$ cat config.mk
export PLATFORM = sky130hd
export DESIGN_NAME = ir_nec_rx
export DESIGN_NICKNAME = d
export VERILOG_FILES = /design/src/rtl/ir_rx_pkg.sv /design/src/rtl/ir_rx_sync_edge.sv /design/src/rtl/ir_nec_rx.sv
export SDC_FILE = /design/constraint.sdc
export NUM_CORES = 1
export LEC_CHECK = 0
export BUFFER_PORTS_ARGS = -buffer_cell sky130_fd_sc_hd__buf_2
export CAP_MARGIN = 20
export CORE_ASPECT_RATIO = 0.7
export CORE_MARGIN = 2
export CORE_UTILIZATION = 57
export CTS_CLUSTER_SIZE = 40
export DETAILED_ROUTE_END_ITERATION = 10
export PLACE_DENSITY = 0.86
export SYNTH_ARGS = -nofsm -noshare
export SYNTH_HDL_FRONTEND = slang
export SYNTH_SLANG_ARGS = --single-unit
$ cat constraint.sdc
create_clock -name clk -period 6 [get_ports clk]
set_input_delay 1.2 -clock clk [delete_from_list [all_inputs] [get_ports clk]]
set_output_delay 1.2 -clock clk [all_outputs]
set_load 0.005 [all_outputs]
$ cat src/rtl/ir_rx_pkg.sv
// Shared types and timing helpers for the NEC IR receiver.
// Nominal durations are in microseconds. The helpers turn them into clock-cycle
// windows for a given clock frequency and tolerance.
package ir_rx_pkg;

  typedef enum logic [2:0] {
    S_IDLE,
    S_LEAD_L,
    S_LEAD_H,
    S_BIT_L,
    S_BIT_H,
    S_STOP,
    S_RPT
  } ir_state_t;

  localparam int LEAD_L_US = 9000;
  localparam int LEAD_H_US = 4500;
  localparam int RPT_H_US  = 2250;
  localparam int BURST_US  = 560;
  localparam int ONE_H_US  = 1690;

  // Nominal duration in clock cycles. The product is formed in 64 bits so that
  // multi-ms durations at high clock rates do not overflow.
  function automatic int us_to_cycles(input int us, input int clk_hz);
    longint v;
    v = longint'(us) * longint'(clk_hz) / 64'sd1_000_000;
    return int'(v);
  endfunction

  // Smallest accepted width, in cycles (inclusive).
  function automatic int win_min(input int us, input int clk_hz, input int tol_pct);
    return int'(longint'(us_to_cycles(us, clk_hz)) * longint'(100 - tol_pct) / 64'sd100);
  endfunction

  // Largest accepted width, in cycles (inclusive).
  function automatic int win_max(input int us, input int clk_hz, input int tol_pct);
    return int'(longint'(us_to_cycles(us, clk_hz)) * longint'(100 + tol_pct) / 64'sd100);
  endfunction

endpackage

$ cat src/rtl/ir_rx_sync_edge.sv
// Two-flop synchroniser for the raw IR pin, followed by rise/fall edge pulses.
// The flops reset to 1 to match the idle-high line, so reset release gives no
// false edge.
module ir_rx_sync_edge (
  input  logic clk,
  input  logic rst,
  input  logic i_async,
  output logic o_rise,
  output logic o_fall
);

  logic r_meta;
  logic r_sync;
  logic r_prev;

  // Synchronise the pin and keep one extra delayed copy for edge detection.
  always_ff @(posedge clk or posedge rst) begin
    if (rst) begin
      r_meta <= 1'b1;
      r_sync <= 1'b1;
      r_prev <= 1'b1;
    end else begin
      r_meta <= i_async;
      r_sync <= r_meta;
      r_prev <= r_sync;
    end
  end

  assign o_rise = ~r_prev &  r_sync;
  assign o_fall =  r_prev & ~r_sync;

endmodule

$ cat src/rtl/ir_nec_rx.sv
// NEC infrared frame receiver. It measures the width of each level and walks the
// leader / 32 data bits / stop burst sequence. It publishes the frame when the
// command checksum is good.
// Optional feature macro IR_REPEAT_EN: repeat codes re-signal the last good frame.
module ir_nec_rx
  import ir_rx_pkg::*;
#(
  parameter int CLK_FREQ_HZ = 50_000_000,
  parameter int TOL_PCT     = 25,
  parameter int CNT_W       = 20
) (
  input  logic        clk,
  input  logic        rst,
  input  logic        ir_in,
  output logic [31:0] ir_data,
  output logic        ir_data_vld,
  output logic        ir_repeat,
  output logic        ir_err
);

  localparam logic [31:0] LEAD_L_MIN = 32'(win_min(LEAD_L_US, CLK_FREQ_HZ, TOL_PCT));
  localparam logic [31:0] LEAD_L_MAX = 32'(win_max(LEAD_L_US, CLK_FREQ_HZ, TOL_PCT));
  localparam logic [31:0] LEAD_H_MIN = 32'(win_min(LEAD_H_US, CLK_FREQ_HZ, TOL_PCT));
  localparam logic [31:0] LEAD_H_MAX = 32'(win_max(LEAD_H_US, CLK_FREQ_HZ, TOL_PCT));
  localparam logic [31:0] RPT_H_MIN  = 32'(win_min(RPT_H_US,  CLK_FREQ_HZ, TOL_PCT));
  localparam logic [31:0] RPT_H_MAX  = 32'(win_max(RPT_H_US,  CLK_FREQ_HZ, TOL_PCT));
  localparam logic [31:0] BURST_MIN  = 32'(win_min(BURST_US,  CLK_FREQ_HZ, TOL_PCT));
  localparam logic [31:0] BURST_MAX  = 32'(win_max(BURST_US,  CLK_FREQ_HZ, TOL_PCT));
  localparam logic [31:0] ONE_H_MIN  = 32'(win_min(ONE_H_US,  CLK_FREQ_HZ, TOL_PCT));
  localparam logic [31:0] ONE_H_MAX  = 32'(win_max(ONE_H_US,  CLK_FREQ_HZ, TOL_PCT));
  // The leader space may be either a data leader or a repeat leader.
  localparam logic [31:0] LEAD_H_TO  = (LEAD_H_MAX > RPT_H_MAX) ? LEAD_H_MAX : RPT_H_MAX;

  function automatic logic in_win(input logic [31:0] v, input logic [31:0] lo,
                                  input logic [31:0] hi);
    return (v >= lo) && (v <= hi);
  endfunction

  ir_state_t        r_state;
  ir_state_t        w_state_next;
  logic [CNT_W-1:0] r_cnt;
  logic [31:0]      w_width;
  logic [31:0]      r_sh;
  logic [4:0]       r_bit_cnt;
  logic [31:0]      r_data;
  logic             r_vld;
  logic             r_err;
  logic             w_rise;
  logic             w_fall;
  logic             w_err_next;
  logic             w_vld_next;
  logic             w_shift;
  logic             w_bit;
  logic             w_clr_bits;
  logic             w_load;
`ifdef IR_REPEAT_EN
  logic             r_rpt;
  logic             r_have_frame;
  logic             w_rpt_next;
`endif

  ir_rx_sync_edge u_sync (
    .clk    (clk),
    .rst    (rst),
    .i_async(ir_in),
    .o_rise (w_rise),
    .o_fall (w_fall)
  );

  // Width of the level that ends at the current edge. The counter restarts at
  // 0 on the edge, so the width in cycles is the count plus one.
  assign w_width = 32'(r_cnt) + 32'd1;

  // State register plus a level-width counter that saturates.
  always_ff @(posedge clk or posedge rst) begin
    if (rst) begin
      r_state <= S_IDLE;
      r_cnt   <= '0;
    end else begin
      r_state <= w_state_next;
      if (w_rise || w_fall)
        r_cnt <= '0;
      else if (!(&r_cnt))
        r_cnt <= r_cnt + 1'b1;
    end
  end

  // Next-state logic: checks each edge against its window and flags a level
  // that outlives every window of its state.
  always_comb begin
    w_state_next = r_state;
    w_err_next   = 1'b0;
    w_vld_next   = 1'b0;
    w_shift      = 1'b0;
    w_bit        = 1'b0;
    w_clr_bits   = 1'b0;
    w_load       = 1'b0;
`ifdef IR_REPEAT_EN
    w_rpt_next   = 1'b0;
`endif
    case (r_state)
      S_IDLE: if (w_fall) w_state_next = S_LEAD_L;
      S_LEAD_L: begin
        if (w_rise) begin
          if (in_win(w_width, LEAD_L_MIN, LEAD_L_MAX)) w_state_next = S_LEAD_H;
          else                                           w_err_next   = 1'b1;
        end else if (w_width > LEAD_L_MAX) w_err_next = 1'b1;
      end
      S_LEAD_H: begin
        if (w_fall) begin
          if (in_win(w_width, LEAD_H_MIN, LEAD_H_MAX)) begin
            w_state_next = S_BIT_L;
            w_clr_bits   = 1'b1;
          end else if (in_win(w_width, RPT_H_MIN, RPT_H_MAX)) w_state_next = S_RPT;
          else                                                w_err_next   = 1'b1;
        end else if (w_width > LEAD_H_TO) w_err_next = 1'b1;
      end
      S_BIT_L: begin
        if (w_rise) begin
          if (in_win(w_width, BURST_MIN, BURST_MAX)) w_state_next = S_BIT_H;
          else                                        w_err_next   = 1'b1;
        end else if (w_width > BURST_MAX) w_err_next = 1'b1;
      end
      S_BIT_H: begin
        if (w_fall) begin
          if (in_win(w_width, BURST_MIN, BURST_MAX)) w_shift = 1'b1;
          else if (in_win(w_width, ONE_H_MIN, ONE_H_MAX)) begin
            w_shift = 1'b1;
            w_bit   = 1'b1;
          end else w_err_next = 1'b1;
          if (w_shift) w_state_next = (r_bit_cnt == 5'd31) ? S_STOP : S_BIT_L;
        end else if (w_width > ONE_H_MAX) w_err_next = 1'b1;
      end
      S_STOP: begin
        if (w_rise) begin
          w_state_next = S_IDLE;
          if (in_win(w_width, BURST_MIN, BURST_MAX) && (r_sh[31:24] == ~r_sh[23:16])) begin
            w_load     = 1'b1;
            w_vld_next = 1'b1;
          end else w_err_next = 1'b1;
        end else if (w_width > BURST_MAX) w_err_next = 1'b1;
      end
      S_RPT: begin
        if (w_rise) begin
          w_state_next = S_IDLE;
          if (in_win(w_width, BURST_MIN, BURST_MAX)) begin
`ifdef IR_REPEAT_EN
            if (r_have_frame) begin
              w_vld_next = 1'b1;
              w_rpt_next = 1'b1;
            end
`endif
          end else w_err_next = 1'b1;
        end else if (w_width > BURST_MAX) w_err_next = 1'b1;
      end
      default: w_state_next = S_IDLE;
    endcase
    if (w_err_next) w_state_next = S_IDLE;
  end

  // Shift register, bit counter, published data and the one-cycle pulses.
  always_ff @(posedge clk or posedge rst) begin
    if (rst) begin
      r_sh      <= '0;
      r_bit_cnt <= '0;
      r_data    <= '0;
      r_vld     <= 1'b0;
      r_err     <= 1'b0;
    end else begin
      r_vld <= w_vld_next;
      r_err <= w_err_next;
      if (w_clr_bits)   r_bit_cnt <= '0;
      else if (w_shift) r_bit_cnt <= r_bit_cnt + 1'b1;
      if (w_shift) r_sh <= {w_bit, r_sh[31:1]};
      if (w_load)  r_data <= r_sh;
    end
  end

`ifdef IR_REPEAT_EN
  // Remember that a good frame exists, and register the repeat pulse.
  always_ff @(posedge clk or posedge rst) begin
    if (rst) begin
      r_rpt        <= 1'b0;
      r_have_frame <= 1'b0;
    end else begin
      r_rpt <= w_rpt_next;
      if (w_load) r_have_frame <= 1'b1;
    end
  end
  assign ir_repeat = r_rpt;
`else
  assign ir_repeat = 1'b0;
`endif

  assign ir_data     = r_data;
  assign ir_data_vld = r_vld;
  assign ir_err      = r_err;

endmodule
==> impl_metrics.prom, run 1 <==
# TYPE chip_impl_metric gauge
chip_impl_metric{name="grt_max_degree",unit=""} 74
chip_impl_metric{name="setup-tns-final",unit="ps"} 0
chip_impl_metric{name="crit_path_max_fanout",unit=""} 18
chip_impl_metric{name="power.density",unit="nW/um2"} 227
chip_impl_metric{name="peakVddDrop",unit="mV"} 0.180
chip_impl_metric{name="timing.critical_path.arrival",unit="ps"} 4960
chip_impl_metric{name="synth-adder-area-share",unit="%"} 1.41
chip_impl_metric{name="die_height",unit="um"} 91.2
chip_impl_metric{name="crit_required",unit="ps"} 6240
chip_impl_info{name="cts_tree",value="yes"} 1
chip_impl_info{name="start_kind",value="register"} 1
chip_impl_metric{name="cts_buffer_depth",unit=""} 2
chip_impl_metric{name="synth-edff-count",unit=""} 0
chip_impl_metric{name="diodes",unit=""} 0
chip_impl_metric{name="syn-instance-count",unit=""} 690
chip_impl_metric{name="row_count",unit=""} 31
chip_impl_metric{name="global_route_wire_length_before_repair",unit="um"} 27000
chip_impl_metric{name="design.portCount",unit=""} 38
chip_impl_info{name="mostFrequentLayoutCell",value="sky130_fd_sc_hd__nand2_1"} 1
chip_impl_metric{name="tritoncts_num_sinks",unit=""} 97
chip_impl_metric{name="first_global_vias",unit=""} 5082
chip_impl_metric{name="avgViaCountPerCell",unit=""} 6.52
chip_impl_info{name="min-delay-start",value="u_sync.r_meta$_DFF_PP1_"} 1
chip_impl_metric{name="share_of_synthesized_cell_area_in_and_or_nand_and_nor_gates",unit="%"} 24.2
chip_impl_metric{name="fin_clk_skew",unit="ps"} 10.1
chip_impl_info{name="clock_root_buffer_master",value="sky130_fd_sc_hd__clkbuf_16"} 1
chip_impl_metric{name="detailed_place_hpwl",unit="um"} 11500
chip_impl_metric{name="count_of_unique_library_cells_instantiated_by_yosys",unit=""} 81
chip_impl_metric{name="synth.yosys.warnings",unit=""} 0
chip_impl_metric{name="cts.repair.resized",unit=""} 0
chip_impl_metric{name="maxCapViolations",unit=""} 0
chip_impl_metric{name="worst-slew-pin-transition",unit="ps"} 899
chip_impl_metric{name="syn_to_final_growth",unit="%"} 7.83
chip_impl_metric{name="layout-drive-gt1-share",unit="%"} 12.7
chip_impl_metric{name="antenna_found_initial",unit=""} 0
chip_impl_metric{name="synthesis.nets",unit=""} 700
chip_impl_info{name="most-common-layout-cells",value="127 x sky130_fd_sc_hd__nand2_1, 94 x sky130_fd_sc_hd__dfrtp_1, 40 x sky130_fd_sc_hd__nor2_1"} 1
chip_impl_metric{name="worst_hold_path_cell_count",unit=""} 0
chip_impl_metric{name="start_util",unit="%"} 59.2
chip_impl_metric{name="grtUsageTotal",unit="%"} 29.0
chip_impl_metric{name="coreArea",unit="um2"} 10500
chip_impl_info{name="reg2reg_from",value="r_cnt[0]$_DFFE_PP0P_"} 1
chip_impl_metric{name="routed_wire_length_per_instance",unit="um"} 19.5
chip_impl_metric{name="syn_area",unit="um2"} 6200
chip_impl_metric{name="slew-limit-headroom",unit="%"} 40.1
chip_impl_info{name="worstSetupPathType",value="reg -> reg"} 1
chip_impl_metric{name="period_share",unit="%"} 78.7
chip_impl_metric{name="num_vias",unit=""} 5432
chip_impl_metric{name="synth_xor_area_share",unit="%"} 5.37
chip_impl_metric{name="die_footprint",unit="um2"} 11700
chip_impl_metric{name="fp.dieW",unit="um"} 129
chip_impl_info{name="outcome",value="completed"} 1
chip_impl_info{name="critical_path.endpoint_type",value="register"} 1
chip_impl_metric{name="timing.final.max_slew_violations",unit=""} 0
chip_impl_info{name="worst_hold_path.endpoint",value="u_sync.r_sync$_DFF_PP1_"} 1
chip_impl_metric{name="fin_nets",unit=""} 706
chip_impl_metric{name="htree_num_levels",unit=""} 3
chip_impl_metric{name="synth.avg_cell_area",unit="um2"} 8.98
chip_impl_info{name="synth_top_flop_cell",value="sky130_fd_sc_hd__dfrtp_1"} 1
chip_impl_metric{name="grt-ovfl-total",unit=""} 0
chip_impl_metric{name="ff2ff_setup_slack",unit="ps"} 1280
chip_impl_metric{name="synthArstFlopShare",unit="%"} 100
chip_impl_metric{name="setup_viol_count_final",unit=""} 0
chip_impl_metric{name="clk_transition_reported_paths",unit="ps"} 80
chip_impl_metric{name="cts_made_buffers",unit=""} 9
chip_impl_metric{name="worst_skew_pair.late_latency",unit="ps"} 360
chip_impl_metric{name="place_congestion",unit=""} 0.983
chip_impl_metric{name="synth_seq_area_share",unit="%"} 39.2
chip_impl_metric{name="synth_mux_area_share",unit="%"} 6.28
chip_impl_metric{name="synth_compound_area_share",unit="%"} 18.3
chip_impl_metric{name="wl",unit="um"} 16300
chip_impl_metric{name="final_period_minus_worst_setup_slack",unit="ps"} 4720
chip_impl_metric{name="route.detailed.drc",unit=""} 0
chip_impl_metric{name="hold_buffers",unit=""} 0
chip_impl_metric{name="buffer_ports.inserted",unit=""} 36
chip_impl_metric{name="max_freq",unit="MHz"} 212
chip_impl_metric{name="report.final.hold_viol_count",unit=""} 0
chip_impl_metric{name="placed_cells",unit=""} 816
chip_impl_metric{name="number_of_setup_buffers_added_after_cts",unit=""} 0
chip_impl_metric{name="standby_leakage_power",unit="uW"} 0.00317
chip_impl_metric{name="number_of_nets_with_antenna_violations_after_routing",unit=""} 0
chip_impl_metric{name="synth.ff_latch_count",unit=""} 97
chip_impl_info{name="rsz_0062_raised_after_global_routing",value="no"} 1
chip_impl_info{name="hold_class",value="reg -> reg"} 1
chip_impl_info{name="regToRegEndpoint",value="r_state[2]$_DFFE_PP0P_"} 1
chip_impl_metric{name="detail_route.iter0.violations",unit=""} 600
chip_impl_metric{name="drt_pass1_iterations",unit=""} 6
chip_impl_info{name="synth_top_family_by_area",value="simple AND/OR/NAND/NOR gates"} 1
chip_impl_metric{name="final_cells",unit=""} 833
chip_impl_metric{name="timing.reg2reg.worst_path_depth",unit=""} 11
-- Yosys cell counts, types with 5 or more instances --
cell	instances	area, um2
sky130_fd_sc_hd__ha_1	7	87.6
sky130_fd_sc_hd__a211oi_1	7	52.6
sky130_fd_sc_hd__mux2_1	26	293
sky130_fd_sc_hd__buf_2	8	40.0
sky130_fd_sc_hd__a21o_1	5	37.5
sky130_fd_sc_hd__nand2b_1	11	68.8
sky130_fd_sc_hd__a21oi_1	24	120
sky130_fd_sc_hd__xnor2_1	30	263
sky130_fd_sc_hd__and3_1	9	56.3
sky130_fd_sc_hd__and2_1	10	62.6
sky130_fd_sc_hd__inv_1	19	71.3
sky130_fd_sc_hd__nand2_1	127	477
sky130_fd_sc_hd__nor2_1	40	150
sky130_fd_sc_hd__xor2_1	8	70.1
sky130_fd_sc_hd__nor2b_1	6	37.5
sky130_fd_sc_hd__or3_1	6	37.5
sky130_fd_sc_hd__nand4_1	13	81.3
sky130_fd_sc_hd__nor3_1	9	45.0
sky130_fd_sc_hd__nand3_1	21	105
sky130_fd_sc_hd__o211ai_1	6	45.0
sky130_fd_sc_hd__clkbuf_1	26	97.6
sky130_fd_sc_hd__a31oi_1	13	81.3
sky130_fd_sc_hd__o21ai_0	18	90.1
sky130_fd_sc_hd__mux2_2	5	56.3
sky130_fd_sc_hd__a21boi_0	19	143
sky130_fd_sc_hd__dfrtp_1	94	2350
sky130_fd_sc_hd__buf_4	7	52.6
-- metrics by stage --
step | hold WS [ps] | instance area [um2] | worst slack (ps) | power (uW) | util [%]
final | 360 | 6680 | 1280 | 1520 | 63.8
after global routing | 369 | 6680 | 894 | 1580 | 63.8
after CTS | 364 | 6680 | 1170 | 1520 | 63.7
after detailed placement | 349 | 6350 | 1180 | 920 | 60.6
after global placement | 346 | 6350 | 1210 | 908 | 60.6
after floorplan | 345 | 6200 | 2270 | 871 | -
-- routing by layer --
metal / GRT usage, % / up-vias / wire (um)
li1: - / 2503 / -
met1: 46.0 / 2629 / 7620
met2: 39.7 / 271 / 6810
met3: 7.01 / 29 / 1640
met4: 6.34 / 0 / 213
met5: 0 / - / 0
-- worst max path at each step --
stage / start / to / slack, ps / depth (start not counted)
6_report: r_cnt[0]$_DFFE_PP0P_ / r_state[2]$_DFFE_PP0P_ / 1280 / 11
5_1_grt: r_cnt[1]$_DFFE_PP0P_ / r_state[2]$_DFFE_PP0P_ / 890 / 11
4_1_cts: r_cnt[3]$_DFFE_PP0P_ / r_sh[30]$_DFFE_PP0P_ / 1170 / 10
3_5_place_dp: r_cnt[3]$_DFFE_PP0P_ / r_sh[30]$_DFFE_PP0P_ / 1180 / 10
3_3_place_gp: r_cnt[8]$_DFFE_PP0P_ / r_sh[27]$_DFFE_PP0P_ / 1210 / 10
2_1_floorplan: rst / ir_data[0]$_DFFE_PP0P_ / 2270 / 1
-- cell families after synthesis --
family	after synthesis
other cells	1
flops	97
fa+ha+maj	7
mux	35
xor+xnor	38
simple gates	290
compound gates	154
buf+inv	68
-- layout make-up --
class | count | area, um2
tap | 132 | 165
timing repair buffer | 43 | 233
fill | 853 | 3790
clock buffer | 9 | 225
clock inverter | 7 | 101
multi-input combinational | 525 | 3450
inverter | 20 | 77.6
sequential | 97 | 2430
-- critical path, stage by stage, from the launching register on --
cell	delay, ps
sky130_fd_sc_hd__dfrtp_1	640
sky130_fd_sc_hd__ha_1	640
sky130_fd_sc_hd__nand4_1	350
sky130_fd_sc_hd__nor4_4	470
sky130_fd_sc_hd__xnor2_1	350
sky130_fd_sc_hd__and3_1	260
sky130_fd_sc_hd__o2111ai_1	190
sky130_fd_sc_hd__or3_1	490
sky130_fd_sc_hd__a221oi_4	420
sky130_fd_sc_hd__a2bb2oi_1	320
sky130_fd_sc_hd__nand4_1	130
sky130_fd_sc_hd__a221oi_1	330
-- report_power, final --
group / switching (uW) / internal, uW / leakage [uW]
clock: 299 / 306 / 0.000156
sequential: 40.8 / 671 / 0.00134
combinational: 127 / 76.1 / 0.00167
total: 467 / 1050 / 0.00317
-- sequential cells by signal, indices dropped and copies added (netlist names) --
name           count
r_cnt             20
r_state            3
u_sync.r_sync      1
ir_data           32
r_sh              32
ir_data_vld        1
ir_err             1
u_sync.r_prev      1
u_sync.r_meta      1
r_bit_cnt          5
Note: power is estimated with default switching activity, not from simulation.
==> inputs of run 2 (changes only) <==
--- a/config.mk
+++ b/config.mk
@@ -9,10 +9,10 @@
 export CAP_MARGIN = 20
 export CORE_ASPECT_RATIO = 0.7
 export CORE_MARGIN = 2
-export CORE_UTILIZATION = 57
+export CORE_UTILIZATION = 56
 export CTS_CLUSTER_SIZE = 40
 export DETAILED_ROUTE_END_ITERATION = 10
-export PLACE_DENSITY = 0.86
+export PLACE_DENSITY = 0.88
 export SYNTH_ARGS = -nofsm -noshare
 export SYNTH_HDL_FRONTEND = slang
 export SYNTH_SLANG_ARGS = --single-unit
==> constraint.sdc (replaced) <==
create_clock -name clk -period 3.8 [get_ports clk]
set_input_delay 0.76 -clock clk [delete_from_list [all_inputs] [get_ports clk]]
set_output_delay 0.76 -clock clk [all_outputs]
set_load 0.005 [all_outputs]
==> run 2 against run 1 <==
Compared with the run above:
- total power rose by 62%
- combinational power rose by 96%
- clock skew rose by 3.9 ps
- final area rose by 7.4%
- die area rose by 1.7%
- worst hold slack got worse by 100 ps
- via count rose by 6.4%
- setup slack got worse by 1200 ps
- final cell count rose by 7.8%
- global-route usage rose by 1.7 points
- clock power rose by 57%
- highest routed layer is now met5
==> impl_metrics.prom, run 2 (synthesis gave the netlist of run 1 again) <==
# TYPE chip_impl_metric gauge
chip_impl_metric{name="row_count",unit=""} 32
chip_impl_metric{name="detail_route.iter0.violations",unit=""} 737
chip_impl_info{name="rsz_0062_raised_after_global_routing",value="no"} 1
chip_impl_metric{name="fp.dieW",unit="um"} 130
chip_impl_info{name="start_kind",value="register"} 1
chip_impl_metric{name="design.portCount",unit=""} 38
chip_impl_metric{name="wl",unit="um"} 18100
chip_impl_metric{name="cts.repair.resized",unit=""} 0
chip_impl_info{name="cp_cell_sequence",value="buf_4 > nand4_4 > or4b_2 > o311ai_1 > a31o_2 > nand3_1 > a2111o_1 > a32oi_1 > or3_1 > buf_12 > mux2_1"} 1
chip_impl_metric{name="clk_transition_reported_paths",unit="ps"} 90
chip_impl_info{name="cpMaxStageDelayCell",value="sky130_fd_sc_hd__or4b_2"} 1
chip_impl_metric{name="report.final.hold_viol_count",unit=""} 0
chip_impl_metric{name="fin_clk_skew",unit="ps"} 14.0
chip_impl_metric{name="standby_leakage_power",unit="uW"} 0.00346
chip_impl_metric{name="setup-tns-final",unit="ps"} 0
chip_impl_metric{name="post-layout-total-power",unit="uW"} 2460
chip_impl_metric{name="start_util",unit="%"} 56.9
chip_impl_metric{name="number_of_setup_buffers_added_after_cts",unit=""} 0
chip_impl_metric{name="slew-limit-headroom",unit="%"} 47.3
chip_impl_metric{name="place_congestion",unit=""} 0.968
chip_impl_metric{name="num_vias",unit=""} 5778
chip_impl_metric{name="number_of_nets_with_antenna_violations_after_routing",unit=""} 0
chip_impl_info{name="worstSetupPathType",value="reg -> reg"} 1
chip_impl_metric{name="htree_num_levels",unit=""} 3
chip_impl_metric{name="worst-slew-pin-transition",unit="ps"} 790
chip_impl_metric{name="tritoncts_num_sinks",unit=""} 97
chip_impl_metric{name="diodes",unit=""} 0
chip_impl_metric{name="power.density",unit="nW/um2"} 343
chip_impl_metric{name="first_global_vias",unit=""} 5420
chip_impl_metric{name="layout-drive-gt1-share",unit="%"} 18.9
chip_impl_metric{name="cts_buffer_depth",unit=""} 2
chip_impl_metric{name="pwr-share-comb",unit="%"} 16.3
chip_impl_metric{name="final_cell_area",unit="um2"} 7170
chip_impl_metric{name="globalRouteMet2Util",unit="%"} 43.9
chip_impl_metric{name="syn_to_final_growth",unit="%"} 15.8
chip_impl_metric{name="worst_skew_pair.late_latency",unit="ps"} 360
chip_impl_info{name="most-common-layout-cells",value="127 x sky130_fd_sc_hd__nand2_1, 93 x sky130_fd_sc_hd__dfrtp_1, 46 x sky130_fd_sc_hd__buf_4"} 1
chip_impl_metric{name="global_route_wire_length_before_repair",unit="um"} 28400
chip_impl_metric{name="cts_made_buffers",unit=""} 9
chip_impl_metric{name="internal_power",unit="uW"} 1700
chip_impl_metric{name="period_share",unit="%"} 97.0
chip_impl_metric{name="timing.final.max_slew_violations",unit=""} 0
chip_impl_metric{name="hold_slack",unit="ps"} 255
chip_impl_metric{name="crit_path_max_fanout",unit=""} 37
chip_impl_metric{name="cp.buffers_inverters",unit=""} 2
chip_impl_metric{name="globalRouteMet3Util",unit="%"} 6.59
chip_impl_metric{name="antenna_found_initial",unit=""} 1
chip_impl_metric{name="routed_wire_length_per_instance",unit="um"} 20.1
chip_impl_metric{name="timing.critical_path.arrival",unit="ps"} 3910
chip_impl_metric{name="buffer_ports.inserted",unit=""} 36
chip_impl_metric{name="seqPwrFrac",unit="%"} 45.1
chip_impl_metric{name="hold_buffers",unit=""} 0
chip_impl_metric{name="setup_viol_count_final",unit=""} 0
chip_impl_info{name="critical_path.endpoint_type",value="register"} 1
chip_impl_metric{name="final_period_minus_worst_setup_slack",unit="ps"} 3690
chip_impl_metric{name="die_footprint",unit="um2"} 11900
chip_impl_metric{name="crit_required",unit="ps"} 4030
chip_impl_metric{name="grtUsageTotal",unit="%"} 30.7
chip_impl_metric{name="drt_pass1_iterations",unit=""} 5
chip_impl_info{name="outcome",value="completed"} 1
chip_impl_metric{name="num-fill-cells",unit=""} 857
chip_impl_metric{name="worst_path_largest_cell_delay",unit="ps"} 750
chip_impl_metric{name="grt-ovfl-total",unit=""} 0
chip_impl_metric{name="detailed_place_hpwl",unit="um"} 12700
chip_impl_metric{name="power.share.clock",unit="%"} 38.7
chip_impl_metric{name="avgViaCountPerCell",unit=""} 6.43
chip_impl_metric{name="pre_cts_slack",unit="ps"} 89.1
chip_impl_metric{name="peakVddDrop",unit="mV"} 0.264
chip_impl_info{name="mostFrequentLayoutCell",value="sky130_fd_sc_hd__nand2_1"} 1
chip_impl_metric{name="die_height",unit="um"} 92.0
chip_impl_metric{name="coreArea",unit="um2"} 10900
chip_impl_info{name="cts_tree",value="yes"} 1
chip_impl_info{name="hold_class",value="in -> async"} 1
chip_impl_metric{name="max_freq",unit="MHz"} 271
chip_impl_metric{name="route.detailed.drc",unit=""} 0
chip_impl_metric{name="switching_power",unit="uW"} 759
chip_impl_metric{name="grt_use_met1",unit="%"} 46.9
chip_impl_info{name="clock_root_buffer_master",value="sky130_fd_sc_hd__clkbuf_16"} 1
chip_impl_metric{name="net_switching_share_of_the_total_power",unit="%"} 30.9
chip_impl_metric{name="fin_ws",unit="ps"} 113
chip_impl_metric{name="fin_nets",unit=""} 750
chip_impl_metric{name="grt_max_degree",unit=""} 58
chip_impl_info{name="globalRoute.busiestLayer",value="met1"} 1
chip_impl_metric{name="maxCapViolations",unit=""} 0
chip_impl_metric{name="placed_area",unit="um2"} 6750
chip_impl_info{name="cp_top_family",value="simple AND/OR/NAND/NOR gates"} 1
==> run 2: cell count changes in the layout (fill, tap and decap cells not counted), sizes merged <==
cell    change
buf        +45
clkbuf      -1
==> run 2: area by class of cell <==
cell class	instances	area, um2	share of cell area (%)
multi-input cells	525	3520	49.1
inverters	20	76.3	1.06
flip-flops and latches	97	2430	33.9
clock buffers	9	225	3.14
clock inverters	7	96.3	1.34
well taps	153	191	2.67
repair buffers	87	633	8.82
==> run 2: layer usage <==
| layer | part of all wire [%] | wire (um) |
|---|---|---|
| met1 | 46 | 8290 |
| met2 | 43 | 7790 |
| met3 | 8.7 | 1580 |
| met4 | 2.1 | 383 |
| met5 | 0.089 | 16 |
==> run 2: worst register-to-register path, cell delays in order, from the launching register on <==
cell,delay [ps]
sky130_fd_sc_hd__dfrtp_1,360
sky130_fd_sc_hd__buf_4,210
sky130_fd_sc_hd__nand4_4,270
sky130_fd_sc_hd__or4b_2,750
sky130_fd_sc_hd__o311ai_1,160
sky130_fd_sc_hd__a31o_2,250
sky130_fd_sc_hd__nand3_1,90
sky130_fd_sc_hd__a2111o_1,400
sky130_fd_sc_hd__a32oi_1,260
sky130_fd_sc_hd__or3_1,190
sky130_fd_sc_hd__buf_12,220
sky130_fd_sc_hd__mux2_1,400
==> run 2: path summary, 6_finish.rpt <==
path / startpoint / to / slack [ps] / cells after the start
max in group asynchronous: rst / u_sync.r_prev$_DFF_PP1_ / 2730 / 4
worst min-delay path: rst / r_sh[9]$_DFFE_PP0P_ / 260 / 2
min in group clk: u_sync.r_meta$_DFF_PP1_ / u_sync.r_sync$_DFF_PP1_ / 360 / 0
worst max-delay path: r_cnt[0]$_DFFE_PP0P_ / r_sh[23]$_DFFE_PP0P_ / 110 / 11
worst min register to register: u_sync.r_meta$_DFF_PP1_ / u_sync.r_sync$_DFF_PP1_ / 360 / 0
worst max register to register: r_cnt[0]$_DFFE_PP0P_ / r_sh[23]$_DFFE_PP0P_ / 110 / 11
==> run 2: power by group through the flow <==
stage,clock (uW),sequential [uW],combinational (uW)
4_1_cts,961,1110,374
3_5_place_dp,0,1130,369
3_3_place_gp,0,1120,358
5_1_grt,1000,1110,432
6_report,951,1110,400
2_1_floorplan,0,1090,283
==> run 2: through the flow <==
step / std cells / util [%]
after floorplan: 690 / -
after global placement: 881 / 62.0
after global routing: 898 / 65.9
after detailed placement: 881 / 62.0
after CTS: 897 / 65.0
final: 898 / 65.9
==> inputs of run 3 (changes only) <==
--- a/config.mk
+++ b/config.mk
@@ -5,7 +5,7 @@
 export SDC_FILE = /design/constraint.sdc
 export NUM_CORES = 1
 export LEC_CHECK = 0
-export BUFFER_PORTS_ARGS = -buffer_cell sky130_fd_sc_hd__buf_2
+export BUFFER_PORTS_ARGS = -buffer_cell sky130_fd_sc_hd__buf_4
 export CAP_MARGIN = 20
 export CORE_ASPECT_RATIO = 0.7
 export CORE_MARGIN = 2
==> run 3 against run 2 <==
Compared with the run above:
- sequential share of layout area shrank 0.53 points
- via count shrank 0.66%
- register-to-register slack improved by 20 ps
- sequential power about the same
- critical path depth up 2
- final cell count rose by 1.3%
- critical endpoint is now r_state[1]$_DFFE_PP0P_
- fmax increased by 0.50%
- clock power about the same
- worst hold slack better by 100 ps
- utilization is 1.1 points higher
- die area is the same
- global-route usage rose by 1.9 points
==> impl_metrics.prom, run 3 (synthesis gave the netlist of run 1 again) <==
# TYPE chip_impl_metric gauge
chip_impl_metric{name="number_of_nets_with_antenna_violations_after_routing",unit=""} 0
chip_impl_metric{name="tritoncts_num_sinks",unit=""} 97
chip_impl_metric{name="standby_leakage_power",unit="uW"} 0.00347
chip_impl_metric{name="fin_clk_skew",unit="ps"} 13.6
chip_impl_metric{name="first_global_vias",unit=""} 5564
chip_impl_metric{name="global_route_wire_length_before_repair",unit="um"} 30100
chip_impl_info{name="clock_root_buffer_master",value="sky130_fd_sc_hd__clkbuf_16"} 1
chip_impl_metric{name="layout-drive-gt1-share",unit="%"} 20.7
chip_impl_metric{name="hold_buffers",unit=""} 0
chip_impl_metric{name="num-fill-cells",unit=""} 880
chip_impl_metric{name="grt-ovfl-total",unit=""} 0
chip_impl_metric{name="clk_transition_reported_paths",unit="ps"} 80
chip_impl_metric{name="row_count",unit=""} 32
chip_impl_metric{name="detail_route.iter0.violations",unit=""} 798
chip_impl_metric{name="routed_wire_length_per_instance",unit="um"} 20.3
chip_impl_metric{name="grt_max_degree",unit=""} 55
chip_impl_metric{name="start_util",unit="%"} 56.9
chip_impl_metric{name="ff2ff_setup_slack",unit="ps"} 130
chip_impl_metric{name="timing.final.max_slew_violations",unit=""} 0
chip_impl_metric{name="route.detailed.drc",unit=""} 0
chip_impl_info{name="rsz_0062_raised_after_global_routing",value="no"} 1
chip_impl_metric{name="place_congestion",unit=""} 1.03
chip_impl_metric{name="wl",unit="um"} 18500
chip_impl_info{name="hold_class",value="reg -> reg"} 1
chip_impl_metric{name="worst-slew-pin-transition",unit="ps"} 891
chip_impl_metric{name="antenna_found_initial",unit=""} 0
chip_impl_metric{name="peakVddDrop",unit="mV"} 0.326
chip_impl_metric{name="fin_nets",unit=""} 762
chip_impl_metric{name="die_footprint",unit="um2"} 11900
chip_impl_metric{name="buffer_ports.inserted",unit=""} 36
chip_impl_info{name="cp_top_family",value="simple AND/OR/NAND/NOR gates"} 1
chip_impl_metric{name="max_freq",unit="MHz"} 273
chip_impl_metric{name="power.density",unit="nW/um2"} 339
chip_impl_metric{name="diodes",unit=""} 0
chip_impl_metric{name="syn_to_final_growth",unit="%"} 17.8
chip_impl_metric{name="slew-limit-headroom",unit="%"} 40.5
chip_impl_metric{name="crit_required",unit="ps"} 4020
chip_impl_metric{name="cp.buffers_inverters",unit=""} 2
chip_impl_info{name="most-common-layout-cells",value="127 x sky130_fd_sc_hd__nand2_1, 97 x sky130_fd_sc_hd__buf_4, 90 x sky130_fd_sc_hd__dfrtp_1"} 1
chip_impl_metric{name="detailed_place_hpwl",unit="um"} 13700
chip_impl_metric{name="drt_pass1_iterations",unit=""} 6
chip_impl_metric{name="maxCapViolations",unit=""} 0
chip_impl_info{name="mostFrequentLayoutCell",value="sky130_fd_sc_hd__nand2_1"} 1
chip_impl_info{name="cp_cell_sequence",value="nand4_1 > nor4_4 > xnor2_1 > buf_4 > nor3_1 > nand3_1 > o221ai_2 > buf_4 > nand3_1 > o221ai_2 > nand2_1 > a2111oi_1 > a211oi_1"} 1
chip_impl_metric{name="die_height",unit="um"} 92.0
chip_impl_info{name="critical_path.endpoint_type",value="register"} 1
chip_impl_metric{name="worst_skew_pair.late_latency",unit="ps"} 350
chip_impl_info{name="cts_tree",value="yes"} 1
chip_impl_metric{name="grtUsageTotal",unit="%"} 32.6
chip_impl_metric{name="coreArea",unit="um2"} 10900
chip_impl_info{name="worstSetupPathType",value="reg -> reg"} 1
chip_impl_metric{name="htree_num_levels",unit=""} 3
chip_impl_metric{name="period_share",unit="%"} 96.5
chip_impl_metric{name="cts_buffer_depth",unit=""} 2
chip_impl_metric{name="timing.critical_path.arrival",unit="ps"} 3890
chip_impl_info{name="cpMaxStageDelayCell",value="sky130_fd_sc_hd__dfrtp_1"} 1
chip_impl_info{name="start_kind",value="register"} 1
chip_impl_metric{name="setup_viol_count_final",unit=""} 0
chip_impl_metric{name="worst_path_largest_cell_delay",unit="ps"} 630
chip_impl_metric{name="layout.core_utilization",unit="%"} 67.0
chip_impl_metric{name="report.final.hold_viol_count",unit=""} 0
chip_impl_info{name="outcome",value="completed"} 1
chip_impl_metric{name="final_period_minus_worst_setup_slack",unit="ps"} 3670
chip_impl_metric{name="fp.dieW",unit="um"} 130
chip_impl_metric{name="design.portCount",unit=""} 38
chip_impl_metric{name="avgViaCountPerCell",unit=""} 6.31
chip_impl_metric{name="num_vias",unit=""} 5740
chip_impl_metric{name="setup-tns-final",unit="ps"} 0
chip_impl_metric{name="crit_path_max_fanout",unit=""} 9
chip_impl_metric{name="cts_made_buffers",unit=""} 9
chip_impl_metric{name="post-layout-total-power",unit="uW"} 2470
-- run 3: final cells by class --
type                    instances  area, um2  share of cell area (%)
inverters                      20       76.3                    1.05
flip-flops and latches         97       2440                    33.4
multi-input cells             525       3510                    48.1
clock buffers                   9        225                    3.09
repair buffers                 99        768                    10.5
well taps                     153        191                    2.62
clock inverters                 7       88.8                    1.22
-- run 3: path summary, 6_finish.rpt --
check	start	to	cells past startpoint
setup / recovery	r_cnt[5]$_DFFE_PP0P_	r_state[1]$_DFFE_PP0P_	13
hold / removal	u_sync.r_meta$_DFF_PP1_	u_sync.r_sync$_DFF_PP1_	0
setup reg to reg	r_cnt[5]$_DFFE_PP0P_	r_state[1]$_DFFE_PP0P_	13
hold reg to reg	u_sync.r_meta$_DFF_PP1_	u_sync.r_sync$_DFF_PP1_	0
max in group asynchronous	rst	r_cnt[2]$_DFFE_PP0P_	3
min in group asynchronous	rst	ir_data[10]$_DFFE_PP0P_	2
-- run 3: through the flow --
stage	std cells	hold slack, ps	area [um2]	setup WS, ps
2_1_floorplan	690	345	6200	422
3_3_place_gp	890	347	6890	130
3_5_place_dp	890	350	6890	55.5
4_1_cts	906	360	7200	6.87
5_1_grt	910	368	7300	13.4
6_report	910	359	7300	132
-- run 3: per-layer routing --
layer / up-vias / wire, um / part of all wire, % / track usage, %
met5: - / 0 / 0 / 0
met4: 0 / 189 / 1.0 / 7.08
met3: 26 / 1970 / 11 / 10.0
met2: 316 / 8100 / 44 / 47.0
met1: 2793 / 8230 / 45 / 48.2
li1: 2605 / - / - / -
-- run 3: what timing repair did --
action,4_1_cts,5_1_grt
resized for setup,2,16
setup buffers,0,4
setup endpoints to repair,1,40
pin swaps,0,2
hold endpoints to repair,0,0
-- run 3: power by group --
part           total, uW  switching, uW  internal (uW)
logic                410            246            164
registers           1120           56.1           1060
clock network        949            470            479
